**src/rtl/sr_sipo_if.sv**
```systemverilog
// Bus between the serial link, the sr_sipo_rx receiver and its parallel consumer.
// master = receiver view (drives the parallel side), slave = link/consumer view.
interface sr_sipo_if #(
  parameter int WIDTH = 4
);
  logic             si_valid;
  logic             sof;
  logic             si;
  logic [WIDTH-1:0] po;
  logic             po_valid;
  logic             po_ready;
  logic             busy;
  logic             overrun;
`ifdef SR_SIPO_PARITY_EN
  logic             parity_err;

  modport master (
    input  si_valid, sof, si, po_ready,
    output po, po_valid, busy, overrun, parity_err
  );
  modport slave (
    output si_valid, sof, si, po_ready,
    input  po, po_valid, busy, overrun, parity_err
  );
`else
  modport master (
    input  si_valid, sof, si, po_ready,
    output po, po_valid, busy, overrun
  );
  modport slave (
    output si_valid, sof, si, po_ready,
    input  po, po_valid, busy, overrun
  );
`endif
endinterface

```
**src/rtl/sr_sipo_rx.sv**
```systemverilog
// Serial-in/parallel-out receiver: sof-framed strobed bits assembled into a word with valid/ready output.
// Optional even-parity trailer bit when SR_SIPO_PARITY_EN is defined (adds parity_err).
module sr_sipo_rx #(
  parameter int WIDTH     = 4,
  parameter bit MSB_FIRST = 1'b1
) (
  input  logic      clk,
  input  logic      rst,
  sr_sipo_if.master bus
);
`ifdef SR_SIPO_PARITY_EN
  localparam int NBITS = WIDTH + 1;
`else
  localparam int NBITS = WIDTH;
`endif
  localparam int CW = $clog2(WIDTH + 1);

  typedef enum logic {IDLE, SHIFT} state_t;

  state_t           state_q, state_d;
  logic [CW-1:0]    cnt_q, cnt_d;
  logic [WIDTH-1:0] sh_q, sh_d;
  logic [WIDTH-1:0] po_q, po_d;
  logic             po_valid_q, po_valid_d;
  logic             busy_q, busy_d;
  logic             overrun_q, overrun_d;
  logic             complete, xfer;
  logic [WIDTH-1:0] word;
`ifdef SR_SIPO_PARITY_EN
  logic             par_q, par_d;
  logic             perr_q, perr_d;
  logic             word_perr;
`endif

  function automatic logic [WIDTH-1:0] shift_in(input logic [WIDTH-1:0] cur, input logic b);
    logic [WIDTH-1:0] r;
    if (MSB_FIRST) begin
      r    = cur << 1;
      r[0] = b;
    end else begin
      r          = cur >> 1;
      r[WIDTH-1] = b;
    end
    return r;
  endfunction

  always_comb begin
    state_d    = state_q;
    cnt_d      = cnt_q;
    sh_d       = sh_q;
    po_d       = po_q;
    po_valid_d = po_valid_q;
    overrun_d  = 1'b0;
    complete   = 1'b0;
    word       = sh_q;
    xfer       = po_valid_q & bus.po_ready;
`ifdef SR_SIPO_PARITY_EN
    par_d      = par_q;
    perr_d     = perr_q;
    word_perr  = 1'b0;
`endif

    if (xfer) po_valid_d = 1'b0;

    // sof restarts from an empty register in either state; the partial word is simply discarded
    if (bus.si_valid) begin
      if (bus.sof) begin
        if (NBITS == 1) begin
          complete = 1'b1;
          word     = shift_in('0, bus.si);
          state_d  = IDLE;
          cnt_d    = '0;
          sh_d     = '0;
        end else begin
          sh_d    = shift_in('0, bus.si);
          cnt_d   = CW'(1);
          state_d = SHIFT;
`ifdef SR_SIPO_PARITY_EN
          par_d   = bus.si;
`endif
        end
      end else if (state_q == SHIFT) begin
        if (int'(cnt_q) == NBITS - 1) begin
          complete = 1'b1;
          state_d  = IDLE;
          cnt_d    = '0;
          sh_d     = '0;
`ifdef SR_SIPO_PARITY_EN
          word      = sh_q;
          word_perr = par_q ^ bus.si;
`else
          word      = shift_in(sh_q, bus.si);
`endif
        end else begin
          sh_d  = shift_in(sh_q, bus.si);
          cnt_d = cnt_q + 1'b1;
`ifdef SR_SIPO_PARITY_EN
          par_d = par_q ^ bus.si;
`endif
        end
      end
    end

    if (complete) begin
      if (!po_valid_q || xfer) begin
        po_d       = word;
        po_valid_d = 1'b1;
`ifdef SR_SIPO_PARITY_EN
        perr_d     = word_perr;
`endif
      end else begin
        overrun_d = 1'b1;
      end
    end

    busy_d = (state_d == SHIFT);
  end

  always_ff @(posedge clk) begin
    if (rst) begin
      state_q    <= IDLE;
      cnt_q      <= '0;
      sh_q       <= '0;
      po_q       <= '0;
      po_valid_q <= 1'b0;
      busy_q     <= 1'b0;
      overrun_q  <= 1'b0;
`ifdef SR_SIPO_PARITY_EN
      par_q      <= 1'b0;
      perr_q     <= 1'b0;
`endif
    end else begin
      state_q    <= state_d;
      cnt_q      <= cnt_d;
      sh_q       <= sh_d;
      po_q       <= po_d;
      po_valid_q <= po_valid_d;
      busy_q     <= busy_d;
      overrun_q  <= overrun_d;
`ifdef SR_SIPO_PARITY_EN
      par_q      <= par_d;
      perr_q     <= perr_d;
`endif
    end
  end

  assign bus.po       = po_q;
  assign bus.po_valid = po_valid_q;
  assign bus.busy     = busy_q;
  assign bus.overrun  = overrun_q;
`ifdef SR_SIPO_PARITY_EN
  assign bus.parity_err = perr_q;
`endif
endmodule
```
**src/flat_wrapper.sv**
```systemverilog
// flat-port wrapper written by rule: the top's interface ports become plain ports
module sr_sipo_rx_flat 
#(
  parameter int WIDTH     = 4,
  parameter bit MSB_FIRST = 1'b1
)
  (clk, rst, bus_si_valid, bus_sof, bus_si, bus_po_ready, bus_po, bus_po_valid, bus_busy, bus_overrun);
  sr_sipo_if #(.WIDTH(WIDTH)) bus_i ();
  input  logic clk;
  input  logic rst;
  input wire logic [$bits(bus_i.si_valid)-1:0] bus_si_valid;
  input wire logic [$bits(bus_i.sof)-1:0] bus_sof;
  input wire logic [$bits(bus_i.si)-1:0] bus_si;
  input wire logic [$bits(bus_i.po_ready)-1:0] bus_po_ready;
  output wire logic [$bits(bus_i.po)-1:0] bus_po;
  output wire logic [$bits(bus_i.po_valid)-1:0] bus_po_valid;
  output wire logic [$bits(bus_i.busy)-1:0] bus_busy;
  output wire logic [$bits(bus_i.overrun)-1:0] bus_overrun;
  assign bus_i.si_valid = bus_si_valid;
  assign bus_i.sof = bus_sof;
  assign bus_i.si = bus_si;
  assign bus_i.po_ready = bus_po_ready;
  assign bus_po = bus_i.po;
  assign bus_po_valid = bus_i.po_valid;
  assign bus_busy = bus_i.busy;
  assign bus_overrun = bus_i.overrun;
  sr_sipo_rx #(.WIDTH(WIDTH), .MSB_FIRST(MSB_FIRST)) u_core (.clk(clk), .rst(rst), .bus(bus_i));
endmodule
```
**config.mk**
```make
export PLATFORM = sky130hd
export DESIGN_NAME = sr_sipo_rx_flat
export DESIGN_NICKNAME = d
export VERILOG_FILES = /design/src/rtl/sr_sipo_if.sv /design/src/rtl/sr_sipo_rx.sv /design/src/flat_wrapper.sv
export SDC_FILE = /design/constraint.sdc
export NUM_CORES = 1
export LEC_CHECK = 0
export CAP_MARGIN = 20
export CORE_MARGIN = 3
export CORE_UTILIZATION = 35
export CTS_CLUSTER_SIZE = 8
export DETAILED_ROUTE_END_ITERATION = 8
export PLACE_DENSITY_LB_ADDON = 0.3
export SETUP_SLACK_MARGIN = 0.2
export SLEW_MARGIN = 30
export SYNTH_ARGS = -nofsm -noshare
export SYNTH_HDL_FRONTEND = slang
export SYNTH_SLANG_ARGS = --single-unit
```
**constraint.sdc**
```tcl
create_clock -name clk -period 1.25 [get_ports clk]
set_input_delay 0.3125 -clock clk [delete_from_list [all_inputs] [get_ports clk]]
set_output_delay 0.3125 -clock clk [all_outputs]
set_load 0.01 [all_outputs]
```
==> flow_summary.json, run 1 <==
{
  "drv_cap": 0,
  "io_buffer_count": 12,
  "grt_first_pass_wirelength_mm": 1.90,
  "rows": 13,
  "drive_gt1_share_pct": 55.2,
  "cts_hold_buf": 0,
  "synth_cell_types": 25,
  "slew_headroom_pct": 85.7,
  "startpoint_type": "register",
  "peakVddDrop_v": 0.000785,
  "criticalPathCategory": "register to register",
  "finalHoldViolations": 0,
  "timing.rr.start": "u_core.bus.busy",
  "drt.antenna.violating_nets": 0,
  "p_leak_nw": 0.366,
  "tns_ns": 0,
  "die_h_um": 45.9,
  "core_area_um2": 1400,
  "synth_area_um2": 558,
  "path_max_fanout": 4,
  "viasPerCell": 5.15,
  "firstDrtPassIters": 4,
  "postSynthCellCount": 56,
  "utilization_pct": 64.8,
  "cts_root_buffer": "clkbuf_4",
  "worstSkewPairLatency_ns": 0.27,
  "synth_seq_cells": 13,
  "antenna_found_initial": 0,
  "max-clock-path-buffers": 2,
  "nNetsFinal": 95,
  "dieWidth_um": 45.9,
  "dpl_cell_area_um2": 786,
  "power_density_nw_per_um2": 886,
  "synth_edf_count": 0,
  "synth.avg_cell_area_um2": 9.96,
  "area_growth_pct": 62.3,
  "setup_ws_ns": 0.0589,
  "startpoint": "u_core.bus.busy",
  "drt_iter0_drc": 14,
  "crit_required_ns": 1.43,
  "overflow": 0,
  "hp-start": "rst",
  "power_mw": 0.803,
  "whs_ns": 0.443,
  "place_congestion": 0.760,
  "stdcell_count": 102,
  "end_kind": "register",
  "clkSlewWorstSetupHoldPaths_ns": 0.08,
  "outcome": "completed",
  "dp.cells": 92,
  "cts_tree": "yes",
  "vias": 525,
  "cts_made_buffers": 3,
  "antenna_cells": 0,
  "pre_cts_slack_ns": -0.308,
  "ys_top_cells_by_area": "dfxtp_1 47%, nand2b_1 12%, mux2i_1 7.2%",
  "clock-skew-final_ns": 0.00216,
  "slew_viol_final": 0,
  "setup_viol": 0,
  "wl_mm": 1.27,
  "grt_max_degree": 13,
  "fin_area_um2": 906,
  "yosys.area.top_type": "dfxtp_1",
  "grt_usage_pct": 12.5,
  "die_area_um2": 2110,
  "cp.arrival_ns": 1.37,
  "dp.final_hpwl_um": 883,
  "ys.flop_type": "dfxtp_1",
  "drc_errors": 0,
  "hp-class": "input pin to register",
  "synth_top_area_share_pct": 46.6,
  "cts.sinks": 13,
  "ioPinCount": 13,
  "grt_setup_unrepaired": "yes",
  "yosys_warnings": 0,
  "yosysMostFrequentCell": "dfxtp_1",
  "avgRoutedWirePerCell_um": 12.4,
  "synth_nets": 63,
  "ys_async_sr_fraction_pct": 0,
  "max_freq_mhz": 840,
  "cts.htree.levels": 1,
  "tightest_slew_ns": 0.213,
  "grt_pass1_vias": 485,
  "ys_top_cells_by_count": "13 x dfxtp_1, 11 x nand2b_1, 4 x a21oi_1, 4 x mux2i_1, 3 x nor2_1",
  "start_util_pct": 39.9,
  "ys_seq_area_share_pct": 46.6,
  "timing.final.crit_period_ns": 1.19,
  "final.period_utilization_pct": 95.3
}
==> registers in the layout (all words and copies together), names as in the netlist <==
signal	flops
u_core.bus.po_valid	1
u_core.sh_q	3
u_core.bus.po	4
u_core.bus.busy	1
u_core.bus.overrun	1
u_core.cnt_q	3
==> cells in the final DEF, fill, tap and decap left out, types with 2 or more instances in the layout <==
cell              n
clkdlybuf4s50_1   2
clkbuf_4          3
buf_6             7
dlygate4sd2_1     2
buf_4            15
mux2i_1           4
a21oi_1           2
nand2b_1         11
dfxtp_1           4
buf_2             2
a21oi_2           2
nor2_1            3
dfxtp_2           8
==> layout make-up <==
class / instances / area (um2)
Fill cell: 120 / 493
Sequential cell: 13 / 274
Tap cell: 15 / 18.8
Timing Repair Buffer: 29 / 251
Multi-Input combinational cell: 41 / 335
Clock buffer: 4 / 26.3
==> worst paths after layout <==
check                    endpoint  slack [ns]  depth (start not counted)
hold / removal    u_core.cnt_q[1]        0.44                          3
setup / recovery  u_core.cnt_q[0]        0.06                          4
hold reg to reg    u_core.sh_q[2]        0.46                          2
setup reg to reg  u_core.cnt_q[0]        0.06                          4
==> critical path: stages, from the launching register on <==
cell and delay, ns:
dfxtp_4 0.36, buf_6 0.11, and3b_4 0.19, or3b_1 0.37, o31ai_2 0.07
==> layer usage <==
metal,track usage [%],share of wire [%],vias to the layer above
li1,-,-,264
met1,15.1,45,242
met2,20.3,49,15
met3,3.56,4.8,4
met4,5.11,1.3,0
met5,0,0,-
==> power by group <==
group          switching [mW]  internal (mW)  total (mW)
sequential            0.00748          0.423       0.430
clock                   0.135          0.124       0.258
combinational          0.0444         0.0701       0.114
==> repair_timing <==
item                       CTS  global route
setup buffers                4             2
setup endpoints to repair   19            19
resized for setup           36            16
pin swaps                    4             2
==> logic make-up after synthesis <==
logic type,after synthesis,synth area share [%]
compound gates,12,13.9
fa+ha+maj,1,2.24
mux,4,7.18
flops,13,46.6
buf+inv,2,2.69
simple gates,24,27.4
No activity file was read; power rests on OpenSTA's default activity.
==> inputs of run 2 (changes only) <==
--- a/config.mk
+++ b/config.mk
@@ -5,7 +5,7 @@
 export SDC_FILE = /design/constraint.sdc
 export NUM_CORES = 1
 export LEC_CHECK = 0
-export CAP_MARGIN = 20
+export ABC_CLOCK_PERIOD_IN_PS = 950
 export CORE_MARGIN = 3
 export CORE_UTILIZATION = 35
 export CTS_CLUSTER_SIZE = 8
==> constraint.sdc (replaced) <==
create_clock -name clk -period 0.95 [get_ports clk]
set_input_delay 0.2375 -clock clk [delete_from_list [all_inputs] [get_ports clk]]
set_output_delay 0.2375 -clock clk [all_outputs]
set_load 0.01 [all_outputs]
==> run 2 against run 1 <==
Setup slack lost 0.24 ns. Highest routed layer unchanged. Clock skew grew 0.0025 ns. Sequential power grew 32%. The flow now finishes with violations (setup timing). Global-route usage grew 1.4 points. Power grew 32%. Final cell count is the same. First-iteration DRC count shrank 7.1%. Clock power grew 34%. Die area is the same. Critical endpoint is now u_core.bus.po[0].
==> flow_summary.json, run 2 (synthesis results as in run 1) <==
{
  "outcome": "complete, but fails checks",
  "violations": "setup timing",
  "grt_setup_unrepaired": "yes",
  "pwr-share-clk_pct": 32.8,
  "combPwrFrac_pct": 13.7,
  "tightest_slew_ns": 0.210,
  "multi_input_area_um2": 333,
  "fillers": 110,
  "cts.sinks": 13,
  "cts_made_buffers": 3,
  "grt_max_degree": 13,
  "final.period_utilization_pct": 119,
  "clock-skew-final_ns": 0.00469,
  "cp.arrival_ns": 1.33,
  "p_int_mw": 0.806,
  "max_freq_mhz": 887,
  "grt_first_pass_wirelength_mm": 2.07,
  "largest_reg_flops": 4,
  "p_leak_nw": 0.356,
  "hp-class": "register to register",
  "grt_pass1_vias": 488,
  "whs_ns": 0.478,
  "slew_viol_final": 0,
  "die_h_um": 45.9,
  "drive_gt1_share_pct": 51.7,
  "antenna_cells": 0,
  "cts_tree": "yes",
  "finalHoldViolations": 0,
  "max-clock-path-buffers": 2,
  "seq_power_share_pct": 53.5,
  "setup_ws_ns": -0.178,
  "layout_common_cells": "14 x buf_4, 11 x nand2b_1, 8 x buf_6",
  "nNetsFinal": 95,
  "path_max_fanout": 4,
  "io_buffer_count": 12,
  "dieWidth_um": 45.9,
  "drt.antenna.violating_nets": 0,
  "criticalPathCategory": "register to register",
  "cts_root_buffer": "clkbuf_4",
  "cts.htree.levels": 1,
  "worstSkewPairLatency_ns": 0.28,
  "area_growth_pct": 62.8,
  "core_area_um2": 1400,
  "timing.final.crit_period_ns": 1.13,
  "drc_errors": 0,
  "power_density_nw_per_um2": 1160,
  "start_util_pct": 39.9,
  "viasPerCell": 5.03,
  "antenna_found_initial": 0,
  "setup_viol": 19,
  "startpoint_type": "register",
  "switchingPower_mw": 0.252,
  "peakVddDrop_v": 0.000700,
  "avgRoutedWirePerCell_um": 12.8,
  "end_kind": "register",
  "clkSlewWorstSetupHoldPaths_ns": 0.08,
  "slew_headroom_pct": 85.9,
  "cts_hold_buf": 0,
  "vias": 513,
  "drt_iter0_drc": 13,
  "crit_required_ns": 1.15,
  "rows": 13,
  "ff_latch_area_um2": 272,
  "drv_cap": 0,
  "switching_share_pct": 23.8,
  "power_mw": 1.06,
  "grt_usage_pct": 13.8,
  "firstDrtPassIters": 4,
  "ioPinCount": 13,
  "overflow": 0,
  "dp.final_hpwl_um": 884,
  "place_congestion": 0.828,
  "die_area_um2": 2110,
  "wl_mm": 1.30,
  "mostFrequentLayoutCell": "buf_4"
}
run 2: changes by cell type in the layout (fill, tap and decap cells not counted), sizes merged:
cell,change
buf,-1
clkdlybuf4s15,+1
clkdlybuf4s50,+1
dlymetal6s2s,-1
run 2: per-layer routing:
layer  vias up  wire length, um  GRT usage, %
li1        262                -             -
met1       231              558          15.4
met2        18              650          22.8
met3         2               83          6.32
met4         0                8          5.11
met5         -                0             0
run 2: cell type report:
class / count / share of cell area [%]
Sequential cell: 13 / 29.9
Timing Repair Buffer: 29 / 28.5
Tap cell: 15 / 2.07
Clock buffer: 4 / 2.89
Multi-Input combinational cell: 41 / 36.6
run 2: power groups by stage:
stage | Combinational [mW] | Sequential, mW | Clock, mW
6_report | 0.145 | 0.566 | 0.347
5_1_grt | 0.156 | 0.567 | 0.396
4_1_cts | 0.136 | 0.566 | 0.359
3_5_place_dp | 0.116 | 0.579 | 0
3_3_place_gp | 0.114 | 0.579 | 0
2_1_floorplan | 0.0442 | 0.581 | 0
run 2: metrics by stage:
stage | TNS, ns | cells | setup slack, ns | util (%) | instance area, um2
6_report | -1.39 | 102 | -0.178 | 64.9 | 908
5_1_grt | -2.44 | 102 | -0.247 | 64.9 | 908
4_1_cts | -1.54 | 100 | -0.178 | 63.0 | 881
3_5_place_dp | -6.55 | 93 | -0.512 | 56.9 | 796
3_3_place_gp | -6.35 | 93 | -0.514 | 56.9 | 796
2_1_floorplan | -0.797 | 56 | -0.182 | - | 582
run 2: critical path: stages (launching register included):
cell and delay (ns):
dfxtp_2 0.36, ha_4 0.14, and2b_2 0.14, and3_4 0.22
mux2i_1 0.20
run 2: repair_timing:
| action | 4_1_cts | 5_1_grt |
|---|---|---|
| endpoints found under the hold margin | 0 | 0 |
| endpoints found under the setup margin | 20 | 20 |
| setup buffers | 3 | 2 |
| cloned | 0 | 0 |
| resized for setup | 44 | 3 |
| pin swaps | 10 | 8 |
run 2: worst paths after layout:
kind | startpoint | endpoint | slack (ns) | depth (start not counted)
worst max-delay path | u_core.cnt_q[1] | u_core.bus.po[0] | -0.18 | 4
worst min-delay path | u_core.sh_q[2] | u_core.sh_q[2] | 0.48 | 2
worst max register to register | u_core.cnt_q[1] | u_core.bus.po[0] | -0.18 | 4
worst min register to register | u_core.sh_q[2] | u_core.sh_q[2] | 0.48 | 2
